### config.mk
export PLATFORM = sky130hd
export DESIGN_NAME = pc_sequencer
export DESIGN_NICKNAME = d
export VERILOG_FILES = /design/src/rtl/pc_sequencer.sv
export SDC_FILE = /design/constraint.sdc
export NUM_CORES = 1
export LEC_CHECK = 0
export BUFFER_PORTS_ARGS = -buffer_cell sky130_fd_sc_hd__buf_2
export CAP_MARGIN = 40
export CELL_PAD_IN_SITES_DETAIL_PLACEMENT = 1
export CELL_PAD_IN_SITES_GLOBAL_PLACEMENT = 1
export CORE_ASPECT_RATIO = 0.7
export CORE_UTILIZATION = 42
export CTS_CLUSTER_SIZE = 14
export DETAILED_ROUTE_END_ITERATION = 16
export GPL_ROUTABILITY_DRIVEN = 0
export GPL_TIMING_DRIVEN = 1
export PLACE_DENSITY = 0.84
export SLEW_MARGIN = 30
export SYNTH_ARGS = -nofsm -noshare
export SYNTH_HDL_FRONTEND = slang
export SYNTH_SLANG_ARGS = --single-unit
export TNS_END_PERCENT = 100
### constraint.sdc
create_clock -name clk -period 3.1 [get_ports clk]
set_input_delay 0.31 -clock clk [delete_from_list [all_inputs] [get_ports clk]]
set_output_delay 0.31 -clock clk [all_outputs]
set_load 0.01 [all_outputs]
### src/rtl/pc_sequencer.sv
// Fetch PC sequencer: IDLE/RUN/DONE handshake, branch/step PC, saturating run counters.
// Latency: every input acts at the next rising edge; all outputs come straight from flops.
// Backpressure: stall freezes pc, taken_cnt and state; only cycle_cnt advances.
module pc_sequencer #(
    parameter int PC_W  = 8,
    parameter int CYC_W = 16
) (
    input  logic             clk,
    input  logic             reset,
    input  logic             start,
    input  logic             stall,
    input  logic             branch_en,
    input  logic             branch_cond,
    input  logic [PC_W-1:0]  branch_target,
    input  logic             halt,
    output logic [PC_W-1:0]  pc,
    output logic             running,
    output logic             done,
    output logic [7:0]       taken_cnt,
    output logic [CYC_W-1:0] cycle_cnt
);

    typedef enum logic [1:0] {
        IDLE = 2'd0,
        RUN  = 2'd1,
        DONE = 2'd2
    } state_t;

    state_t state;
    state_t state_nxt;

    logic             taken;
    logic [PC_W-1:0]  pc_nxt;
    logic [7:0]       taken_nxt;
    logic [CYC_W-1:0] cycle_nxt;
    logic [7:0]       taken_inc;
    logic [CYC_W-1:0] cycle_inc;

    assign taken = branch_en & branch_cond;

    // Saturating increments: hold at all-ones rather than wrap.
    assign taken_inc = (taken_cnt == 8'hFF) ? taken_cnt : taken_cnt + 8'd1;
    assign cycle_inc = (cycle_cnt == {CYC_W{1'b1}}) ? cycle_cnt : cycle_cnt + CYC_W'(1);

    always_ff @(posedge clk or negedge reset) begin
        if (!reset) begin
            state <= IDLE;
        end else begin
            state <= state_nxt;
        end
    end

    always_comb begin
        state_nxt = state;
        unique case (state)
            IDLE: begin
                if (start) begin
                    state_nxt = RUN;
                end
            end
            RUN: begin
                if (!stall && halt) begin
                    state_nxt = DONE;
                end
            end
            DONE: begin
                if (start) begin
                    state_nxt = RUN;
                end
            end
            default: state_nxt = IDLE;
        endcase
    end

    always_comb begin
        running = 1'b0;
        done    = 1'b0;
        unique case (state)
            RUN:     running = 1'b1;
            DONE:    done    = 1'b1;
            default: begin
                running = 1'b0;
                done    = 1'b0;
            end
        endcase
    end

    always_comb begin
        pc_nxt    = pc;
        taken_nxt = taken_cnt;
        cycle_nxt = cycle_cnt;
        unique case (state)
            IDLE, DONE: begin
                // Restart from DONE is the same transition as from IDLE.
                if (start) begin
                    pc_nxt    = '0;
                    taken_nxt = '0;
                    cycle_nxt = '0;
                end
            end
            RUN: begin
                cycle_nxt = cycle_inc;
                if (stall || halt) begin
                    pc_nxt = pc;
                end else if (taken) begin
                    pc_nxt    = branch_target;
                    taken_nxt = taken_inc;
                end else begin
                    pc_nxt = pc + PC_W'(1);
                end
            end
            default: begin
                pc_nxt    = '0;
                taken_nxt = '0;
                cycle_nxt = '0;
            end
        endcase
    end

    always_ff @(posedge clk or negedge reset) begin
        if (!reset) begin
            pc        <= '0;
            taken_cnt <= '0;
            cycle_cnt <= '0;
        end else begin
            pc        <= pc_nxt;
            taken_cnt <= taken_nxt;
            cycle_cnt <= cycle_nxt;
        end
    end

endmodule

; After elaboration in Yosys (flattened, before gate mapping)
; Cells that the tools add are included.
[classes]
reduce_logical = 9
bitwise = 1
n_eq_ne = 10
addsub = 3
muxes = 16
[ops]
columns = operator, count
row1 = 8-bit two-way mux, 6
row2 = 16-bit two-way mux, 2
row3 = 16-bit one-hot mux with 2 select lines, 1
row4 = 8-bit one-hot mux with 2 select lines, 2
row5 = 16-bit by 1-bit adder with 16-bit output (second input constant), 1
row6 = 8-bit by 1-bit adder with 8-bit output (second input constant), 2
row7 = 16-bit equality test (second input constant), 1
row8 = 2-bit != test (second input constant), 5
row9 = 8-bit equality test (second input constant), 1
row10 = 2-bit AND reduction, 3
row11 = 2-bit two-way mux, 2
row12 = 2-bit one-hot mux with 2 select lines, 1
row13 = 4-bit AND reduction, 1
row14 = 2-bit by 1-bit equality test with 1-bit output (second input constant), 1
row15 = 2-bit equality test (second input constant), 1
row16 = 2-bit logical NOT, 1
row17 = 1-bit two-way mux, 2
row18 = 2-bit by 1-bit != test with 1-bit output (second input constant), 1
row19 = 2-bit OR reduction, 1
row20 = 1-bit AND, 1
row21 = 1-bit logical AND, 1
row22 = 1-bit logical NOT, 1
row23 = 1-bit logical OR, 1
[word_totals]
inputBits = 15
elab_cells = 43
ff_bits = 34

; Longest topological paths before layout
; Gate-level depths: netlist of run 1.
[depth]
word_depth = 5
mapped_depth = 8
ltp_nobuf = 6

; Worst setup path before layout of run 1
; OpenSTA, ideal clock, no wires.
[synth_timing]
kind = reg2reg
start = register taken_cnt[0]
end = register taken_cnt[7]
arrival_time_ns = 1.666
path_buffers = 0
path_stages_with_launch = 7
period_less_slack_ns = 1.801
slack_ns = 1.299
required_time_ns = 2.965
cell_sequence = dfrtp_1 -> ha_1 -> and3_1 -> and3_1 -> a221o_2 -> o21ai_0 -> o31ai_1
[synth_between]
elab_chain_cells = 5
[synth_lines]
columns = item, line
row1 = "start, declared", 19  ; output logic [7:0] taken_cnt,
row2 = "start signal, assigned", 127  ; taken_cnt <= taken_nxt;
row3 = 8-bit by 1-bit adder with 8-bit output, 42  ; assign taken_inc = (taken_cnt == 8'hFF) ? taken_cnt : taken_cnt + 8'd1;
row4 = 8-bit two-way mux, 42
row5 = 8-bit two-way mux, 105  ; end else if (taken) begin
row6 = 8-bit two-way mux, 103  ; if (stall || halt) begin
row7 = 8-bit one-hot mux with 2 select lines, 92  ; unique case (state)
; Several ways; a longest one is shown, not always the timed one. The select of a mux whose other input is x is not followed.
; A chain may end at the register's enable or synchronous reset.

; Worst setup path after layout of run 1
[layout_timing]
start = register state[0]
end = register cycle_cnt[12]
[layout_between]
elab_chain_cells = 4
[layout_lines]
columns = item, line
row1 = "start, declared", 29  ; state_t state;
row2 = "start signal, assigned", 49  ; state <= state_nxt;
row3 = 2-bit equality test or 2-bit logical NOT (tied branches), 92
row4 = 2-bit OR reduction (no source line), n/a
row5 = 2-bit by 1-bit != test with 1-bit output (no source line), n/a
row6 = 2-bit AND reduction (no source line), n/a
row7 = "end signal, assigned", 128  ; cycle_cnt <= cycle_nxt;
row8 = "end, declared", 20  ; output logic [CYC_W-1:0] cycle_cnt
; Several ways; a longest one is shown, not always the timed one.

==> reports/results.tsv, run 1 <==
stage	metric	value	unit
status	outcome	completed	
timing	Slew HR	0.607	
floorplanning	Die Width	83.1	um
logic_synthesis	Synth Instances	217	
drt	average wire per standard cell	17.2	um
drt	met3 wire length	239	um
pwr	Power Density	603	mW/mm^2
drt	Max Used Layer	met4	
floorplanning	FP Rows	20	
drt	Post-Route M1 WL	2790	um
grt	pin count of the biggest net entering global routing	35	
grt	global route overflow	0	
timing	RSZ-0062 raised after global routing	false	
timing	max-slew violation count	0	
timing	fmax	0.466	GHz
grt	initial antenna violation count	0	
floorplanning	Core Area	0.00438	sq mm
logic_synthesis	Async SR Flop Fraction	1.00	
logic_synthesis	mux share of post-synthesis cell area	0.00518	
logic_synthesis	largest family of logic cells by synthesized area	compound AO/OA/AOI/OAI gates	
critical_path	kind of critical path	register to register	
logic_synthesis	Netlist cell types	40	
logic_synthesis	simple-gate portion of the synthesized area	0.228	
clock_network	Sink Count	34	
floorplanning	Die Height	58.7	um
timing	fin crit period	2.15	ns
drt	DR DRC count	0	
drt	Pre-Repair DR Iteration Count	4	
grt	GRT Util Overall	0.236	
pwr	Pleak	0.00112	uW
logic_synthesis	Seq/Total Area, Yosys	0.440	
logic_synthesis	Syn Nets	235	
floorplanning	full die area	0.00488	sq mm
clock_network	CTS tree	yes	
clock_network	postcts setup bufs	0	
timing	crit share post-route	0.692	
drt	DR vias	1855	
placed_design	HPWL Detailed	3840	um
critical_path	critical path data arrival time	2.31	ns
placed_design	Placed Area	0.00217	sq mm
timing	worst slew pin tran	0.590	ns
pwr	worst-case vdd ir drop	0.327	mV
final_layout	most common cell after layout, fill and taps aside	buf_2	
placed_design	Buffers on Ports	48	
critical_path	crit path launch type	register	
drt	Routed Antenna Nets	0	
critical_path	Critical Path RT	3.27	ns
logic_synthesis	mapped cell area	0.00193	sq mm
drt	DR iter-0 viols	77	
clock_network	PostCTS Resize Cnt	0	
logic_synthesis	Synthesis Warnings	0	
logic_synthesis	Synth Area in Compound Gates	0.263	
drt	metal2 WL	2400	um
final_layout	Syn-to-layout area delta	19.0	%
critical_path	Critical Path End Type	register	
timing	TNS Setup	0	ns
final_layout	ANT cells	0	
final_layout	layout cells sized above 1	0.257	
clock_network	H-tree Lvls	2	
clock_network	root buffer cell	clkbuf_8	
logic_synthesis	top_reg_cell synth	dfrtp_1	
final_layout	nets	282	
timing	clk_skew	0.00679	ns
timing	number of failing hold endpoints at the final stage	0	
drt	vias per inst	5.80	
clock_network	Worst-path clk slew	0.07	ns
clock_network	CTS Buffer Depth	2	
floorplanning	initial core utilization	0.441	
logic_synthesis	number of flops mapped to enable cells by yosys	0	
clock_network	latest clock arrival within the worst-skew pair	0.30	ns
final_layout	Finished Layout Cells	320	
job	number of max-cap violations	0	
logic_synthesis	#FFs+latches synth	34	
worst_hold_path	Worst Hold Class	input port to register	
placed_design	Placed Cells	310	
logic_synthesis	XOR/XNOR Fraction of Synth Area	0	
grt	number of global-route vias before repair	1784	
critical_path	CP Max Fanout	16	
final_layout	Design Area, Final	0.00230	sq mm
logic_synthesis	post-synthesis adder-cell area fraction	0.0194	
clock_network	TritonCTS buffer count	5	
timing	setup violators final	0	
floorplanning	IO Pins	49	
final_layout	most frequent cells in the layout	buf_2, o21ai_0, dfrtp_1	
drt	Routed WL	5510	um
logic_synthesis	syn_area_per_cell	8.90	sq um
grt	first-pass GRT wire length	8870	um
[metal layers]
| layer | vias to the layer above | global-route usage |
|---|---|---|
| met5 | - | 0 |
| met4 | 0 | 0.0911 |
| met3 | 9 | 0.0547 |
| met2 | 40 | 0.352 |
| met1 | 911 | 0.335 |
| li1 | 895 | - |
[cell families (layout without fill, tap and decap cells)]
kind of cell / count (synthesis) / after routing
AND/OR/NAND/NOR: 84 / 84
AO/OA/AOI/OAI: 82 / 82
flip-flops: 34 / 34
buffers and inverters: 13 / 61
adder cells (fa/ha/maj): 3 / 3
multiplexers: 1 / 1
[cells in the mapped netlist (all sizes together) (2+ instances only)]
master | instances | area share
o21ai | 48 | 0.13
dfrtp | 34 | 0.44
nand2 | 22 | 0.043
nor2 | 20 | 0.039
and3 | 11 | 0.041
a31oi | 8 | 0.026
buf | 8 | 0.034
nand3 | 8 | 0.021
a21oi | 6 | 0.016
nand2b | 6 | 0.019
o31ai | 5 | 0.019
and2 | 4 | 0.013
nand4 | 4 | 0.013
a22oi | 3 | 0.012
and4 | 3 | 0.014
clkbuf | 3 | 0.0058
ha | 3 | 0.019
o211ai | 3 | 0.012
inv | 2 | 0.0039
nor2b | 2 | 0.0065
nor3 | 2 | 0.0078
[state kept, by name (all words and copies together), names as in the netlist]
signal and flops:
taken_cnt 8, state 2, cycle_cnt 16, pc 8
[stage by stage]
step	setup slack (ns)	power, uW	utilization	hold slack (ns)
2_1_floorplan	1.30	882	-	0.0144
3_5_place_dp	0.968	1030	0.496	0.436
3_3_place_gp	1.09	1010	0.496	0.439
6_report	0.954	1390	0.525	0.309
5_1_grt	0.703	1480	0.525	0.321
4_1_cts	0.943	1390	0.517	0.115
[area by class of cell]
cell class	count	area (sq um)
inverters	2	7.51
well taps	55	68.8
fillers	535	2080
repair buffers	51	285
multi-input cells	170	996
clock inverters	1	5.00
flip-flops and latches	34	851
clock buffers	7	86.3
[power breakdown]
group          switching, uW  leakage, uW  internal [uW]
Combinational            310     0.000604            167
Sequential              67.3     0.000468            493
Clock                    171    0.0000482            179
[critical path, cell delays in order (launching register included)]
cell and delay, ns:
dfrtp_1 0.44, nand2b_1 0.46, inv_2 0.28, and3_4 0.24
a31o_4 0.29, o21ai_0 0.18, o21ai_0 0.11
[worst paths after layout]
kind / startpoint / to / slack [ns] / depth (start not counted)
max: state[0] / cycle_cnt[12] / 0.95 / 6
min: branch_target[6] / pc[6] / 0.31 / 3
max reg2reg: state[0] / cycle_cnt[12] / 0.95 / 6
min reg2reg: cycle_cnt[6] / cycle_cnt[6] / 0.51 / 1
max in group asynchronous: reset / taken_cnt[1] / 2.23 / 3
min in group asynchronous: reset / pc[7] / 0.45 / 2
[repair_timing]
action,CTS,global route
hold buffers,0,1
setup endpoints to repair,0,0
endpoints found under the hold margin,0,12
(Power assumes the default switching activity.)
==> inputs of run 2 (changes only) <==
--- a/config.mk
+++ b/config.mk
@@ -10,12 +10,12 @@
 export CELL_PAD_IN_SITES_DETAIL_PLACEMENT = 1
 export CELL_PAD_IN_SITES_GLOBAL_PLACEMENT = 1
 export CORE_ASPECT_RATIO = 0.7
-export CORE_UTILIZATION = 42
+export CORE_UTILIZATION = 35
 export CTS_CLUSTER_SIZE = 14
 export DETAILED_ROUTE_END_ITERATION = 16
 export GPL_ROUTABILITY_DRIVEN = 0
 export GPL_TIMING_DRIVEN = 1
-export PLACE_DENSITY = 0.84
+export PLACE_DENSITY = 0.75
 export SLEW_MARGIN = 30
 export SYNTH_ARGS = -nofsm -noshare
 export SYNTH_HDL_FRONTEND = slang
==> constraint.sdc (replaced) <==
create_clock -name clk -period 1.8 [get_ports clk]
set_input_delay 0.18 -clock clk [delete_from_list [all_inputs] [get_ports clk]]
set_output_delay 0.18 -clock clk [all_outputs]
set_load 0.01 [all_outputs]
==> reports/results.tsv, run 2 (synthesis gave the netlist of run 1 again) <==
stage	metric	value	unit
pwr	Seq pwr share	0.340	
drt	average wire per standard cell	16.0	um
final_layout	post-layout util	0.474	
timing	clk_skew	0.0102	ns
clock_network	CTS Buffer Depth	2	
clock_network	Worst-path clk slew	0.07	ns
timing	setup violators final	0	
final_layout	Largest register FFs	16	
pwr	sw power	1020	uW
pwr	Clock Power Share	0.264	
drt	DR vias	1906	
critical_path	r2r startpoint	taken_cnt[1]	
pwr	Power Density	1090	mW/mm^2
clock_network	H-tree Lvls	2	
timing	RSZ-0062 raised after global routing	true	
timing	max-slew violation count	0	
floorplanning	Core Area	0.00529	sq mm
pwr	worst-case vdd ir drop	0.474	mV
grt	number of global-route vias before repair	1854	
critical_path	CP cell instances	ha_2, and3_4, and3_4, a221o_2, o21ai_2, o21ai_1	
final_layout	layout cells sized above 1	0.338	
timing	worst slew pin tran	0.452	ns
critical_path	worst path buffer plus inverter count	0	
grt	initial antenna violation count	0	
drt	Routed Antenna Nets	0	
drt	DR DRC count	0	
drt	DR iter-0 viols	109	
critical_path	flop-to-flop setup slack	0.04	ns
clock_network	CTS tree	yes	
floorplanning	Die Width	90.8	um
clock_network	TritonCTS buffer count	5	
pwr	sw frac	0.372	
critical_path	kind of critical path	register to register	
timing	fin crit period	1.76	ns
floorplanning	initial core utilization	0.366	
drt	Routed WL	5690	um
critical_path	R2R Path End	taken_cnt[2]	
final_layout	most common cell after layout, fill and taps aside	buf_2	
final_layout	Largest Register	cycle_cnt	
grt	global route overflow	0	
job	number of max-cap violations	0	
pwr	Logic pwr share	0.396	
timing	number of failing hold endpoints at the final stage	0	
grt	pin count of the biggest net entering global routing	35	
timing	Slew HR	0.698	
placed_design	Placed Area	0.00231	sq mm
critical_path	Crit path max-delay family	compound AO/OA/AOI/OAI gates	
critical_path	CP max stage delay	0.45	ns
grt	first-pass GRT wire length	9540	um
drt	vias per inst	5.35	
critical_path	crit path launch type	register	
floorplanning	Die Height	64.2	um
clock_network	Sink Count	34	
status	outcome	completed	
drt	Pre-Repair DR Iteration Count	4	
pwr	internal power	1710	uW
critical_path	CP max-delay cell	a221o_2	
pwr	Pleak	0.00122	uW
clock_network	root buffer cell	clkbuf_8	
grt	GRT Util Overall	0.208	
timing	fmax	0.567	GHz
critical_path	CP Max Fanout	5	
final_layout	nets	302	
worst_hold_path	Worst Hold Class	input port to register	
final_layout	biggest regs	cycle_cnt x16, pc x8, taken_cnt x8	
timing	crit share post-route	0.980	
final_layout	most frequent cells in the layout	buf_2, dfrtp_1, o21ai_0	
critical_path	Setup crit start	taken_cnt[1]	
timing	Fin Hold WS	0.180	ns
critical_path	instance count on the critical path	6	
floorplanning	IO Pins	49	
critical_path	R2R depth	6	
critical_path	critical path data arrival time	1.93	ns
final_layout	Syn-to-layout area delta	29.7	%
critical_path	Critical Path RT	1.96	ns
critical_path	worst setup path end	taken_cnt[2]	
placed_design	Buffers on Ports	48	
critical_path	most frequent cell on the critical path	and3_4	
placed_design	HPWL Detailed	3910	um
final_layout	Design Area, Final	0.00251	sq mm
floorplanning	full die area	0.00583	sq mm
clock_network	latest clock arrival within the worst-skew pair	0.29	ns
final_layout	ANT cells	0	
critical_path	Critical Path End Type	register	
floorplanning	FP Rows	22	
==> run 2: worst register-to-register path, delay by kind of cell (launching register included) <==
family | cells | cell delay [ns]
DFF | 1 | 0.40
and+or+nand+nor | 2 | 0.34
adders and majority gates | 1 | 0.21
AOI/OAI and AO/OA | 3 | 0.70
==> run 2: power groups by stage <==
stage / combinational (uW) / clock (uW) / sequential [uW]
after floorplan: 534 / 0 / 986
after global placement: 958 / 0 / 933
after detailed placement: 978 / 0 / 938
after CTS: 1020 / 739 / 925
after global routing: 1210 / 766 / 940
final: 1080 / 721 / 927
==> run 2: stage by stage <==
stage / std cells / setup TNS [ns] / power (uW) / worst slack [ns]
4_1_cts: 352 / 0 / 2690 / 0.00314
2_1_floorplan: 217 / 0 / 1520 / 0.00376
5_1_grt: 356 / -0.0954 / 2910 / -0.0320
6_report: 356 / 0 / 2730 / 0.0361
3_3_place_gp: 343 / 0 / 1890 / 0.0512
3_5_place_dp: 343 / -0.0809 / 1920 / -0.0361
==> run 2: worst min-delay path by stage <==
stage / startpoint / endpoint / slack [ns] / depth (start not counted)
global placement: reset / cycle_cnt[6] / 0.25 / 2
detailed placement: reset / cycle_cnt[6] / 0.25 / 2
CTS: branch_target[6] / pc[6] / 0.17 / 3
floorplan: reset / cycle_cnt[0] / -0.12 / 0
global route: branch_target[0] / pc[0] / 0.19 / 3
finish: branch_target[6] / pc[6] / 0.18 / 3
==> run 2: layer usage <==
metal,track usage,share of wire
met4,0.0476,0.0060
met3,0.0429,0.048
met2,0.300,0.42
met1,0.315,0.53
met5,0,0
==> run 2: layout make-up <==
class                   count  area, sq um
fillers                   649         2780
multi-input cells         171         1040
flip-flops and latches     34          851
repair buffers             70          408
well taps                  72         90.1
clock buffers               6         82.6
clock inverters             1         30.0
inverters                   2         7.51
==> run 2: timing repair <==
action,CTS,global route
hold buffers,1,0
hold endpoints to repair,34,0
pin swaps,2,8
cloned,1,0
endpoints found under the setup margin,6,13
setup buffers,0,4
gates resized for setup,2,16
==> inputs of run 3 (changes only) <==
--- a/config.mk
+++ b/config.mk
@@ -15,7 +15,7 @@
 export DETAILED_ROUTE_END_ITERATION = 16
 export GPL_ROUTABILITY_DRIVEN = 0
 export GPL_TIMING_DRIVEN = 1
-export PLACE_DENSITY = 0.75
+export PLACE_DENSITY = 0.79
 export SLEW_MARGIN = 30
 export SYNTH_ARGS = -nofsm -noshare
 export SYNTH_HDL_FRONTEND = slang
==> reports/results.tsv, run 3 (synthesis gave the netlist of run 1 again) <==
stage	metric	value	unit
status	outcome	completed	
drt	DR iter-0 viols	50	
grt	pin count of the biggest net entering global routing	35	
worst_hold_path	Worst Hold Class	input port to register	
drt	Pre-Repair DR Iteration Count	4	
placed_design	Buffers on Ports	48	
floorplanning	initial core utilization	0.366	
floorplanning	IO Pins	49	
floorplanning	Die Height	64.2	um
clock_network	Sink Count	34	
final_layout	Largest Register	cycle_cnt	
pwr	Pleak	0.00118	uW
critical_path	Critical Path End Type	register	
final_layout	biggest regs	cycle_cnt x16, pc x8, taken_cnt x8	
pwr	Design Power	2500	uW
drt	DR DRC count	0	
drt	DR vias	1962	
worst_hold_path	Hold Path Cell Cnt	3	
critical_path	CP Max Fanout	5	
placed_design	HPWL Detailed	4100	um
critical_path	Crit path max-delay family	compound AO/OA/AOI/OAI gates	
timing	crit share post-route	0.979	
final_layout	Largest register FFs	16	
timing	fin crit period	1.76	ns
critical_path	R2R depth	6	
timing	worst slew pin tran	0.468	ns
critical_path	CP max-delay cell	a221o_2	
critical_path	most frequent cell on the critical path	and3_4	
timing	Slew HR	0.688	
clock_network	TritonCTS buffer count	5	
clock_network	CTS tree	yes	
clock_network	root buffer cell	clkbuf_8	
drt	Routed Antenna Nets	0	
timing	TNS Setup	0	ns
final_layout	ANT cells	0	
placed_design	Placed Area	0.00232	sq mm
floorplanning	FP Rows	22	
job	number of max-cap violations	0	
clock_network	Worst-path clk slew	0.07	ns
final_layout	Syn-to-layout area delta	26.1	%
final_layout	post-layout util	0.461	
placed_design	Placed Cells	344	
critical_path	worst path buffer plus inverter count	0	
timing	fmax	0.567	GHz
clock_network	CTS Buffer Depth	2	
critical_path	instance count on the critical path	6	
drt	vias per inst	5.54	
timing	setup violators final	0	
timing	max-slew violation count	0	
pwr	Power Density	1030	mW/mm^2
drt	average wire per standard cell	16.1	um
grt	number of global-route vias before repair	1924	
pwr	worst-case vdd ir drop	0.394	mV
final_layout	Design Area, Final	0.00244	sq mm
grt	initial antenna violation count	0	
final_layout	nets	300	
final_layout	most frequent cells in the layout	buf_2, dfrtp_1, o21ai_0	
critical_path	crit path launch type	register	
grt	GRT Util Overall	0.206	
grt	first-pass GRT wire length	9380	um
critical_path	critical path data arrival time	1.93	ns
clock_network	latest clock arrival within the worst-skew pair	0.29	ns
critical_path	CP max stage delay	0.42	ns
grt	global route overflow	0	
final_layout	Finished Layout Cells	354	
final_layout	layout cells sized above 1	0.305	
drt	Routed WL	5680	um
critical_path	flop-to-flop setup slack	0.04	ns
clock_network	H-tree Lvls	2	
critical_path	kind of critical path	register to register	
final_layout	most common cell after layout, fill and taps aside	buf_2	
timing	clk_skew	0.00700	ns
critical_path	Critical Path RT	1.97	ns
timing	RSZ-0062 raised after global routing	false	
timing	number of failing hold endpoints at the final stage	0	
critical_path	CP cell instances	ha_2, and3_4, and3_4, a221o_2, o21ai_1, o21ai_0	
floorplanning	Core Area	0.00529	sq mm
floorplanning	full die area	0.00583	sq mm
final_layout	FILL cells	674	
floorplanning	Die Width	90.8	um
## run 3: changes by cell type in the layout (fill, tap and decap cells not counted), sizes merged
| cell | before | now |
|---|---|---|
| clkbuf | 6 | 7 |
| buf | 69 | 67 |
| bufinv | 1 | 0 |
## run 3: cell type report
type                    instances  area [sq um]  area share
well taps                      72          90.1      0.0370
multi-input cells             171          1020       0.418
flip-flops and latches         34           851       0.349
inverters                       2          7.51     0.00308
repair buffers                 68           393       0.161
clock buffers                   7          76.3      0.0313
## run 3: worst reg2reg max path, stage by stage (launching register included)
cell and delay (ns):
dfrtp_1 0.39, ha_2 0.20, and3_4 0.18, and3_4 0.18, a221o_2 0.42, o21ai_1 0.17, o21ai_0 0.10
## run 3: path summary, 6_finish.rpt
kind	from	endpoint
max	taken_cnt[0]	taken_cnt[2]
min	branch_target[2]	pc[2]
max reg2reg	taken_cnt[0]	taken_cnt[2]
min reg2reg	cycle_cnt[6]	cycle_cnt[6]
max in group asynchronous	reset	cycle_cnt[7]
min in group asynchronous	reset	pc[4]
## run 3: per-stage QoR
step	hold slack, ns	setup WS, ns
after floorplan	-0.116	0.00376
after global placement	0.251	0.0602
after detailed placement	0.249	-0.0741
after CTS	0.187	0.000510
after global routing	0.193	0.000624
final	0.192	0.0373
## run 3: report_power, final
| part | switching, uW | total [uW] | internal [uW] | leakage [uW] |
|---|---|---|---|---|
| combinational | 630 | 1030 | 403 | 0.000678 |
| sequential | 73.9 | 923 | 849 | 0.000468 |
| clock | 277 | 544 | 267 | 0.0000383 |
## run 3: layer usage
metal	wire [um]	track usage
met5	0	0
met4	55	0.0536
met3	268	0.0429
met2	2420	0.310
met1	2940	0.298
## run 3: timing repair
item | in CTS | in global routing
hold endpoints to repair | 34 | 0
endpoints found under the setup margin | 5 | 7
buffers inserted | 0 | 1
gates resized for setup | 2 | 6
pin swaps | 1 | 3
cloned | 1 | 0
hold buffers | 1 | 0
